## config.mk

```make
export PLATFORM = sky130hd
export DESIGN_NAME = vga_timing_gen
export DESIGN_NICKNAME = d
export VERILOG_FILES = /design/src/rtl/vga_timing_gen.sv
export SDC_FILE = /design/constraint.sdc
export NUM_CORES = 1
export LEC_CHECK = 0
export CORE_MARGIN = 3
export CORE_UTILIZATION = 50
export DETAILED_ROUTE_END_ITERATION = 7
export GPL_TIMING_DRIVEN = 0
export HOLD_SLACK_MARGIN = 0.1
export PLACE_DENSITY = 0.75
export SKIP_LAST_GASP = 1
export SYNTH_ARGS = -nofsm -noshare
export SYNTH_HDL_FRONTEND = slang
export SYNTH_SLANG_ARGS = --single-unit
```

## constraint.sdc

```tcl
create_clock -name clk_i -period 6.5 [get_ports clk_i]
set_clock_uncertainty 0.05 [all_clocks]
set_input_delay 1.95 -clock clk_i [delete_from_list [all_inputs] [get_ports clk_i]]
set_output_delay 1.95 -clock clk_i [all_outputs]
set_load 0.02 [all_outputs]
```

## src/rtl/vga_timing_gen.sv

```systemverilog
// ---------------------------------------------------------------------------
// vga_timing_gen
//
// Pixel timing generator. Sits directly after the pixel-clock strobe
// divider. The horizontal and vertical counters advance once per pixel
// strobe. All decode outputs are registered from the *next* counter values,
// so hsync/vsync/de and the start pulses stay aligned with x_o/y_o.
//
// Ports
//   clk_i          system clock
//   arst_i         asynchronous reset, active high
//   pix_strb_i     one-clk pixel-advance strobe
//   hsync_o        horizontal sync, registered, polarity HSYNC_POL
//   vsync_o        vertical sync, registered, polarity VSYNC_POL
//   de_o           high while the current pixel is visible
//   x_o            horizontal count (0 .. H_TOTAL-1)
//   y_o            vertical count   (0 .. V_TOTAL-1)
//   line_start_o   one-clk pulse when x_o becomes 0
//   frame_start_o  one-clk pulse when (x_o,y_o) becomes (0,0)
// ---------------------------------------------------------------------------
module vga_timing_gen #(
  parameter int H_ACTIVE  = 640,
  parameter int H_FP      = 16,
  parameter int H_SYNC    = 96,
  parameter int H_BP      = 48,
  parameter int V_ACTIVE  = 480,
  parameter int V_FP      = 10,
  parameter int V_SYNC    = 2,
  parameter int V_BP      = 33,
  parameter bit HSYNC_POL = 1'b0,
  parameter bit VSYNC_POL = 1'b0,
  localparam int H_TOTAL  = H_ACTIVE + H_FP + H_SYNC + H_BP,
  localparam int V_TOTAL  = V_ACTIVE + V_FP + V_SYNC + V_BP,
  localparam int XW       = $clog2(H_TOTAL),
  localparam int YW       = $clog2(V_TOTAL)
) (
  input  logic          clk_i,
  input  logic          arst_i,
  input  logic          pix_strb_i,
  output logic          hsync_o,
  output logic          vsync_o,
  output logic          de_o,
  output logic [XW-1:0] x_o,
  output logic [YW-1:0] y_o,
  output logic          line_start_o,
  output logic          frame_start_o
);

  // Every timing segment must be at least one pixel/line long.
  if (H_ACTIVE < 1 || H_FP < 1 || H_SYNC < 1 || H_BP < 1 ||
      V_ACTIVE < 1 || V_FP < 1 || V_SYNC < 1 || V_BP < 1) begin : g_bad_params
    $error("vga_timing_gen: all timing parameters must be >= 1");
  end

  // Boundary constants at counter width. Each is strictly below the
  // corresponding total because every porch is at least 1, so they fit.
  localparam logic [XW-1:0] H_LAST     = XW'(H_TOTAL - 1);
  localparam logic [XW-1:0] H_DE_END   = XW'(H_ACTIVE);
  localparam logic [XW-1:0] H_SYNC_BEG = XW'(H_ACTIVE + H_FP);
  localparam logic [XW-1:0] H_SYNC_END = XW'(H_ACTIVE + H_FP + H_SYNC);

  localparam logic [YW-1:0] V_LAST     = YW'(V_TOTAL - 1);
  localparam logic [YW-1:0] V_DE_END   = YW'(V_ACTIVE);
  localparam logic [YW-1:0] V_SYNC_BEG = YW'(V_ACTIVE + V_FP);
  localparam logic [YW-1:0] V_SYNC_END = YW'(V_ACTIVE + V_FP + V_SYNC);

  logic [XW-1:0] h_cnt;
  logic [YW-1:0] v_cnt;

  logic [XW-1:0] h_next;
  logic [YW-1:0] v_next;
  logic          h_wrap;
  logic          de_next;
  logic          hsync_next;
  logic          vsync_next;
  logic          line_next;
  logic          frame_next;

  // Next-position arithmetic. Only used on a strobe edge; between strobes
  // the registers simply hold.
  always_comb begin
    h_wrap = (h_cnt == H_LAST);
    h_next = h_wrap ? '0 : h_cnt + XW'(1);

    v_next = v_cnt;
    if (h_wrap) begin
      v_next = (v_cnt == V_LAST) ? '0 : v_cnt + YW'(1);
    end
  end

  // Decode from the next position so the registered outputs describe the
  // same pixel that x_o/y_o will show after the edge. vsync is a pure
  // function of v_next, so it can only move when h_next returns to 0.
  always_comb begin
    de_next    = (h_next < H_DE_END) && (v_next < V_DE_END);
    hsync_next = ((h_next >= H_SYNC_BEG) && (h_next < H_SYNC_END)) ?
                 HSYNC_POL : ~HSYNC_POL;
    vsync_next = ((v_next >= V_SYNC_BEG) && (v_next < V_SYNC_END)) ?
                 VSYNC_POL : ~VSYNC_POL;
    line_next  = (h_next == '0);
    frame_next = (h_next == '0) && (v_next == '0);
  end

  // Reset parks the counters on the last pixel of the frame so that the
  // first strobe after release lands on (0,0) and fires frame_start_o.
  always_ff @(posedge clk_i or posedge arst_i) begin
    if (arst_i) begin
      h_cnt         <= H_LAST;
      v_cnt         <= V_LAST;
      de_o          <= 1'b0;
      hsync_o       <= ~HSYNC_POL;
      vsync_o       <= ~VSYNC_POL;
      line_start_o  <= 1'b0;
      frame_start_o <= 1'b0;
    end else begin
      // Pulses last exactly one clk, even with back-to-back strobes.
      line_start_o  <= 1'b0;
      frame_start_o <= 1'b0;
      if (pix_strb_i) begin
        h_cnt         <= h_next;
        v_cnt         <= v_next;
        de_o          <= de_next;
        hsync_o       <= hsync_next;
        vsync_o       <= vsync_next;
        line_start_o  <= line_next;
        frame_start_o <= frame_next;
      end
    end
  end

  assign x_o = h_cnt;
  assign y_o = v_cnt;

endmodule

```

---- Word level (Yosys, flattened, before mapping) ----
Cells that the tools add are included.
Widths: inputs -> output; s select.
storage, ports and cells
  register bits ........................... 25
  input port bits ......................... 3
operators by class
  add/subtract/negate cells ............... 2
  magnitude comparators ................... 6
  equality and inequality tests ........... 2
  multiplexer cells ....................... 7
  reductions and logical operators ........ 6
operators by type and width
  operator               count
  $mux 10                3
  $add 10x1->10 const B  2
  $eq 10x10->1 const B   2
  $logic_not 10->1       2
  $lt 10x10->1 const B   2
  $lt 10x9->1 const B    2
  $ge 10x10->1 const B   1
  $ge 10x9->1 const B    1
  $logic_and 1x1->1      4
  $mux 1                 4

---- Logic depth before layout (Yosys ltp) ----
Gate-level depths: netlist (run 1).
  depth in word-level cells ............... 6
  mapped depth ............................ 8
  mapped depth without buffers ............ 8

---- Worst setup path after synthesis (run 1) ----
OpenSTA, ideal clock, no wires.
  kind .................................... input port to flip-flop
  start ................................... input port pix_strb_i
  end ..................................... register v_cnt[7], in the netlist y_o[7]
  library setup time ...................... 0.123 ns
  arrival time ............................ 2.571 ns
  data required time ...................... 6.327 ns
  slack ................................... 3.756 ns
  cell stages on the path ................. 5
  path buffers ............................ 1
  cell sequence ........................... buf_6 -> nand2_1 -> nor2_1 -> nand3_1 -> xnor2_1
RTL lines
  item                  line  RTL
  from (decl)           39    input logic pix_strb_i,
  to (signal assigned)  121   v_cnt <= v_next;
  to (decl)             68    logic [YW-1:0] v_cnt;

---- Worst setup path in the final report (run 1) ----
  start ................................... register h_cnt[8], in the netlist x_o[8]
  end ..................................... output port x_o[8]
RTL lines
  item                    line  RTL
  from (decl)             67    logic [XW-1:0] h_cnt;
  from (signal assigned)  120   h_cnt <= h_next;
  to (decl)               43    output logic [XW-1:0] x_o,
No word-level cell between the ends.

==> results.md, run 1 <==
- # setup viols final: 0
- TNS Setup: 0 ns
- Clock buffer count from CTS: 3
- Worst endpoint data arrival time: 1.60 ns
- Kind of critical path: reg -> out
- Min-delay src: vsync_o$_DFFE_PP1P_
- Avg Cell Area, Syn: 9.37 µm²
- Fin crit period: 3.60 ns
- Count leader, synth: nand2_1
- Nets: 231
- Area contributors post-synth: dfrtp_1, dfstp_2, xnor2_1, nand2_1, buf_6
- Initial antenna violation count: 0
- Post-Syn Area: 1810 µm²
- Reg-to-reg slack, setup: 3.83 ns
- Starting Density: 0.530
- Max FO, Critical Path: 9
- Gr ovfl total: 0
- RSZ-0062 raised after global routing: no
- Storage element area: 641 µm²
- Share of synthesized flip-flops with an asynchronous set or reset: 1.00
- Clock Latency Late Sink: 0.33 ns
- Worst R2R Start: x_o[0]$_DFFE_PP1P_
- Residual DRC count: 0
- Die area: 4380 µm²
- Drt total wl: 4.28 mm
- Via Count: 1593
- Critical Path RT: 4.50 ns
- Crit-path cells: clkdlybuf4s50_1
- Max Fclk: 278 MHz
- Synth Instances: 193
- Vias in the first global route: 1505
- PD cells: 287 nW/µm²
- Largest net degree at the start of global routing: 26
- Net count after synthesis: 200
- H-tree depth: 1
- Post-CTS Resized: 0
- Hold Vio Cnt, Final: 0
- Hold path cells: 2
- CTS tree: yes
- Buf+Inv Stages, Crit Path: 1
- Yosys reg bits: 25
- Chip height: 66.2 µm
- Synth cell count leaders: nand2_1, nor2_1, dfrtp_1
- Outcome: finished clean
- Worst VDD drop: 207 µV
- Root Driver: clkbuf_4
- Core Rows: 21
- Yosys top cell area share: 0.180
- IO Count: 28
- Hold path endpoint: vsync_o$_DFFE_PP1P_
- Top FF cell, synth: dfrtp_1
- DRT iter0 DRCs: 117
- Worst setup SP type: register
- Core ar.: 3420 µm²
- Slowest stage delay, CP: 0.64 ns
- Number of diodes: 0
- First-pass DRT Iterations: 4
- Clk sinks: 25
- Multi-input gate area: 993 µm²
- Post-synthesis cell type count: 59
- Synth area leader: dfrtp_1
- Max_slew headroom: 0.390
- Dpl cells: 265
- Tcrit/Tclk final: 0.554
- Clock-pin slew on the worst setup and hold paths: 0.14 ns
- Leakage: 0.853 nW
- Die span in x: 66.2 µm
- Vias/cell: 5.92
- Worst-margin pin slew: 0.914 ns
- CTS max path bufs: 2
- Crit path max-delay family: flip-flops
- Share of cells above drive strength 1: 0.202
- First-pass GRT wire length: 7.16 mm
- Hold-fix buffers, CTS: 0
- PortBufs: 26
- Synth-to-Final Area Change: 19.0%
- CP max stage cell: dfstp_2
- Routability cong.: 0.863
- DP Wirelength: 3.14 mm
- Synth Warn #: 0
- Post-route insts no fill: 269
- Antenna Nets Post-Route: 0
- R2R Path End: vsync_o$_DFFE_PP1P_
- Fill cells: 298
- Slew Viols, Final: 0
- CP Capture Type: output pin
- Post CTS Setup Buffer Count: 0
- Max-cap violations: 0
- Worst min path class: reg -> reg
- Reg2Reg Depth: 7
- Sequential cell area fraction in the yosys report: 0.354
- Routed length per instance: 15.9 µm
- Post-synth EDFFs: 0
- GRT Total Usage: 0.214
## power by group
group	internal (W)	total (W)	leakage, nW	switching [W]
clock network	0.0000241	0.0000745	0.0150	0.0000504
registers	0.000199	0.000236	0.303	0.0000379
logic	0.000141	0.000306	0.534	0.000166
## cell type report
| type | count | area share |
|---|---|---|
| Sequential cell | 25 | 0.298 |
| Timing Repair Buffer | 26 | 0.121 |
| Buffer | 15 | 0.0726 |
| Inverter | 5 | 0.00872 |
| Multi-Input combinational cell | 148 | 0.461 |
| Tap cell | 46 | 0.0267 |
| Clock buffer | 4 | 0.0122 |
## registers in the layout, summed over array words and instances, names as in the netlist
| register | cells |
|---|---|
| x_o | 10 |
| y_o | 10 |
| de_o | 1 |
| frame_start_o | 1 |
| hsync_o | 1 |
| line_start_o | 1 |
| vsync_o | 1 |
## per-stage QoR
| step | instance area [µm²] | setup slack, ns | total power, W | hold slack [ns] | util |
|---|---|---|---|---|---|
| after global routing | 2150 | 2.84 | 0.000658 | 0.511 | 0.630 |
| after global placement | 2130 | 3.28 | 0.000529 | 0.427 | 0.623 |
| after floorplan | 1810 | 3.76 | 0.000439 | 0.466 | - |
| after detailed placement | 2130 | 3.28 | 0.000541 | 0.474 | 0.623 |
| final | 2150 | 2.90 | 0.000617 | 0.491 | 0.630 |
| after CTS | 2150 | 2.89 | 0.000615 | 0.495 | 0.630 |
## cells by family (layout without fill, tap and decap cells)
logic type / Yosys count / count (layout) / share of synthesized area
compound gates: 44 / 44 / 0.165
xor+xnor: 14 / 14 / 0.0678
fa+ha+maj: 4 / 4 / 0.0277
buf+inv: 20 / 50 / 0.0968
flops: 25 / 25 / 0.354
mux: 3 / 3 / 0.0180
simple gates: 83 / 83 / 0.270
## worst max path at each step
| stage | from | end | slack [ns] | cells after the start |
|---|---|---|---|---|
| final | x_o[8]$_DFFE_PP1P_ | x_o[8] | 2.90 | 1 |
| after global routing | x_o[8]$_DFFE_PP1P_ | x_o[8] | 2.84 | 1 |
| after CTS | x_o[8]$_DFFE_PP1P_ | x_o[8] | 2.89 | 1 |
| after detailed placement | y_o[2]$_DFFE_PP1P_ | y_o[2] | 3.28 | 1 |
| after global placement | x_o[8]$_DFFE_PP1P_ | x_o[8] | 3.28 | 1 |
| after floorplan | pix_strb_i | y_o[7]$_DFFE_PP0P_ | 3.76 | 5 |
## cell usage in the layout (no fill, tap or decap), drive strengths merged, types with 3 or more instances in the layout
cell type	Yosys	final
clkdlybuf4s50	0	26
nand2	20	20
nor2	16	16
o21ai	14	14
dfrtp	13	13
xnor2	12	12
dfstp	12	12
nand3	11	11
buf	11	11
clkbuf	4	8
nand4	6	6
inv	5	5
a31oi	5	5
a21oi	5	5
nor3	5	5
ha	4	4
or3	4	4
a21o	3	3
## per-layer routing
| layer | track usage | part of all wire | vias up |
|---|---|---|---|
| li1 | - | - | 765 |
| met1 | 0.297 | 0.46 | 754 |
| met2 | 0.327 | 0.46 | 60 |
| met3 | 0.0408 | 0.059 | 14 |
| met4 | 0.0787 | 0.024 | 0 |
| met5 | 0 | 0 | - |
Power figures use the tool's default switching activity.
==> inputs of run 2 (changes only) <==
Clock period 6.5 ns to 3.4 ns, I/O delays scaled along.
==> results of run 2 <==
Same layout as run 1 (identical final DEF). Status: finished clean.
Main changes from that run: setup slack after placement 3.28 ns -> 0.760 ns; setup slack after layout 2.90 ns -> 0.728 ns; register-to-register setup slack 3.83 ns -> 0.73 ns; total power 0.000617 W -> 0.00118 W; worst IR drop on VDD 207 µV -> 395 µV
==> inputs of run 3 (changes only) <==
Settings changed: CORE_UTILIZATION 50 to 49, PLACE_DENSITY 0.75 to 0.77.
Clock period 3.4 ns to 2.3 ns, I/O delays scaled along.
==> run 3 against run 2 <==
The flow now finishes with violations (setup timing); flip-flop and latch count did not move; sequential power rose by 44%; critical path depth grew 5; via count grew 4.3%; combinational power rose by 62%; highest routed layer unchanged.
==> results.md, run 3 (synthesis gave the netlist of run 1 again) <==
- Pwr Total: 0.00187 W
- Crit-path cells: nand2_1 > or3_1 > or3_1 > a32oi_2 > a21oi_1 > and4b_1
- Clock-pin slew on the worst setup and hold paths: 0.08 ns
- Reg-to-reg slack, setup: -0.02 ns
- Worst endpoint data arrival time: 2.44 ns
- Multi-input gate area: 1040 µm²
- PortBufs: 26
- Most common cell on crit path: or3_1
- Worst VDD drop: 520 µV
- Root Driver: clkbuf_8
- Chip height: 66.8 µm
- IO Count: 28
- RSZ-0062 raised after global routing: yes
- Die area: 4460 µm²
- Worst setup SP type: register
- Hold path cells: 2
- Min-delay src: vsync_o$_DFFE_PP1P_
- Outcome: finished, violations left
- Global-route track usage on met1: 0.281
- Nets: 244
- Clock buffer count from CTS: 3
- CP max stage cell: dfstp_2
- Tcrit/Tclk final: 1.01
- GR Util met3: 0.0236
- # setup viols final: 1
- Initial antenna violation count: 0
- Clock Latency Late Sink: 0.28 ns
- Crit path max-delay family: simple AND/OR/NAND/NOR gates
- Max-cap violations: 0
- R2R Path End: frame_start_o$_DFF_PP0_
- Leakage: 0.947 nW
- Max FO, Critical Path: 9
- Drt total wl: 4.36 mm
- Worst-margin pin slew: 0.914 ns
- Largest net degree at the start of global routing: 26
- Antenna Nets Post-Route: 0
- PD cells: 807 nW/µm²
- Routed length per instance: 15.5 µm
- DRT iter0 DRCs: 100
- Hold path endpoint: vsync_o$_DFFE_PP1P_
- Commonest non-fill, non-tap cell in the layout: clkdlybuf4s50_1
- Core Rows: 21
- Die span in x: 66.8 µm
- Slew Viols, Final: 0
- Number of diodes: 0
- Dpl cells: 265
- Gr ovfl total: 0
- Vias in the first global route: 1570
- Reg2Reg Depth: 6
- Vias/cell: 5.89
- Hold Vio Cnt, Final: 0
- H-tree depth: 1
- Final setup margin: -0.0225 ns
- CTS max path bufs: 2
- Residual DRC count: 0
- Synth-to-Final Area Change: 28.3%
- Most frequent cells in the layout: clkdlybuf4s50_1, nand2_1, buf_4, nor2_1, dfrtp_1
- Clk sinks: 25
- Via Count: 1661
- Instance count on the critical path: 6
- CTS tree: yes
- Starting Density: 0.526
- Share of cells above drive strength 1: 0.284
- Storage element area: 641 µm²
- Fill cells: 283
- Fin crit period: 2.32 ns
- Post-route insts no fill: 282
- Slowest stage delay, CP: 0.63 ns
- Max_slew headroom: 0.390
- GR peak layer: met2
- Met2 usage in global routing: 0.345
- Worst min path class: reg -> reg
- First-pass GRT wire length: 7.27 mm
- Kind of critical path: reg -> reg
- Violated checks: setup timing
- Worst R2R Start: y_o[2]$_DFFE_PP1P_
- Hold WS: 0.447 ns
- CP Capture Type: register
- Critical Path RT: 2.42 ns
- Routability cong.: 0.867
- DP Wirelength: 2.94 mm
- Core ar.: 3440 µm²
- Buf+Inv Stages, Crit Path: 0
- Max Fclk: 431 MHz
- First-pass DRT Iterations: 5
- GRT Total Usage: 0.207
[run 3: worst max-delay path by stage]
stage                  startpoint                      end  slack, ns
2_1_floorplan  x_o[0]$_DFFE_PP1P_  frame_start_o$_DFF_PP0_      0.009
3_3_place_gp   x_o[0]$_DFFE_PP1P_      vsync_o$_DFFE_PP1P_      -0.08
3_5_place_dp   x_o[0]$_DFFE_PP1P_  frame_start_o$_DFF_PP0_      -0.18
4_1_cts        y_o[2]$_DFFE_PP1P_  frame_start_o$_DFF_PP0_      0.001
5_1_grt        y_o[2]$_DFFE_PP1P_  frame_start_o$_DFF_PP0_      -0.08
6_report       y_o[2]$_DFFE_PP1P_  frame_start_o$_DFF_PP0_      -0.02
[run 3: per-stage QoR]
stage	TNS (ns)	setup WS, ns	utilization	instance area, µm²
final	-0.0225	-0.0225	0.674	2320
after detailed placement	-0.361	-0.177	0.620	2130
after CTS	0	0.00136	0.657	2260
after floorplan	0	0.00894	-	1820
after global placement	-0.162	-0.0767	0.620	2130
after global routing	-0.163	-0.0762	0.674	2320
[run 3: metal layers]
layer  share of wire  routed length (µm)
met1            0.45                1950
met2            0.48                2090
met3           0.052                 227
met4           0.021                  92
met5               0                   0
[run 3: repair_timing]
| action | in CTS | in global routing |
|---|---|---|
| buffers inserted | 9 | 4 |
| resized for setup | 2 | 8 |
| pin swaps | 2 | 2 |
| setup endpoints to repair | 3 | 6 |
| hold buffers | 0 | 0 |
[run 3: worst register-to-register path: stages, from the launching register on]
cell,delay [ns]
dfstp_2,0.63
nand2_1,0.15
or3_1,0.46
or3_1,0.36
a32oi_2,0.28
a21oi_1,0.09
and4b_1,0.21
[run 3: power by group]
| part | leakage [nW] | switching (W) | internal, W |
|---|---|---|---|
| registers | 0.303 | 0.0000905 | 0.000560 |
| clock network | 0.0228 | 0.000147 | 0.000124 |
| logic | 0.621 | 0.000500 | 0.000451 |
| total | 0.947 | 0.000737 | 0.00114 |
[run 3: cell type report]
type,instances,share of cell area
multi-input combinational,148,0.448
buffer,15,0.0685
tap,46,0.0248
inverter,5,0.00809
clock buffer,4,0.0194
timing repair buffer,39,0.155
sequential,25,0.276
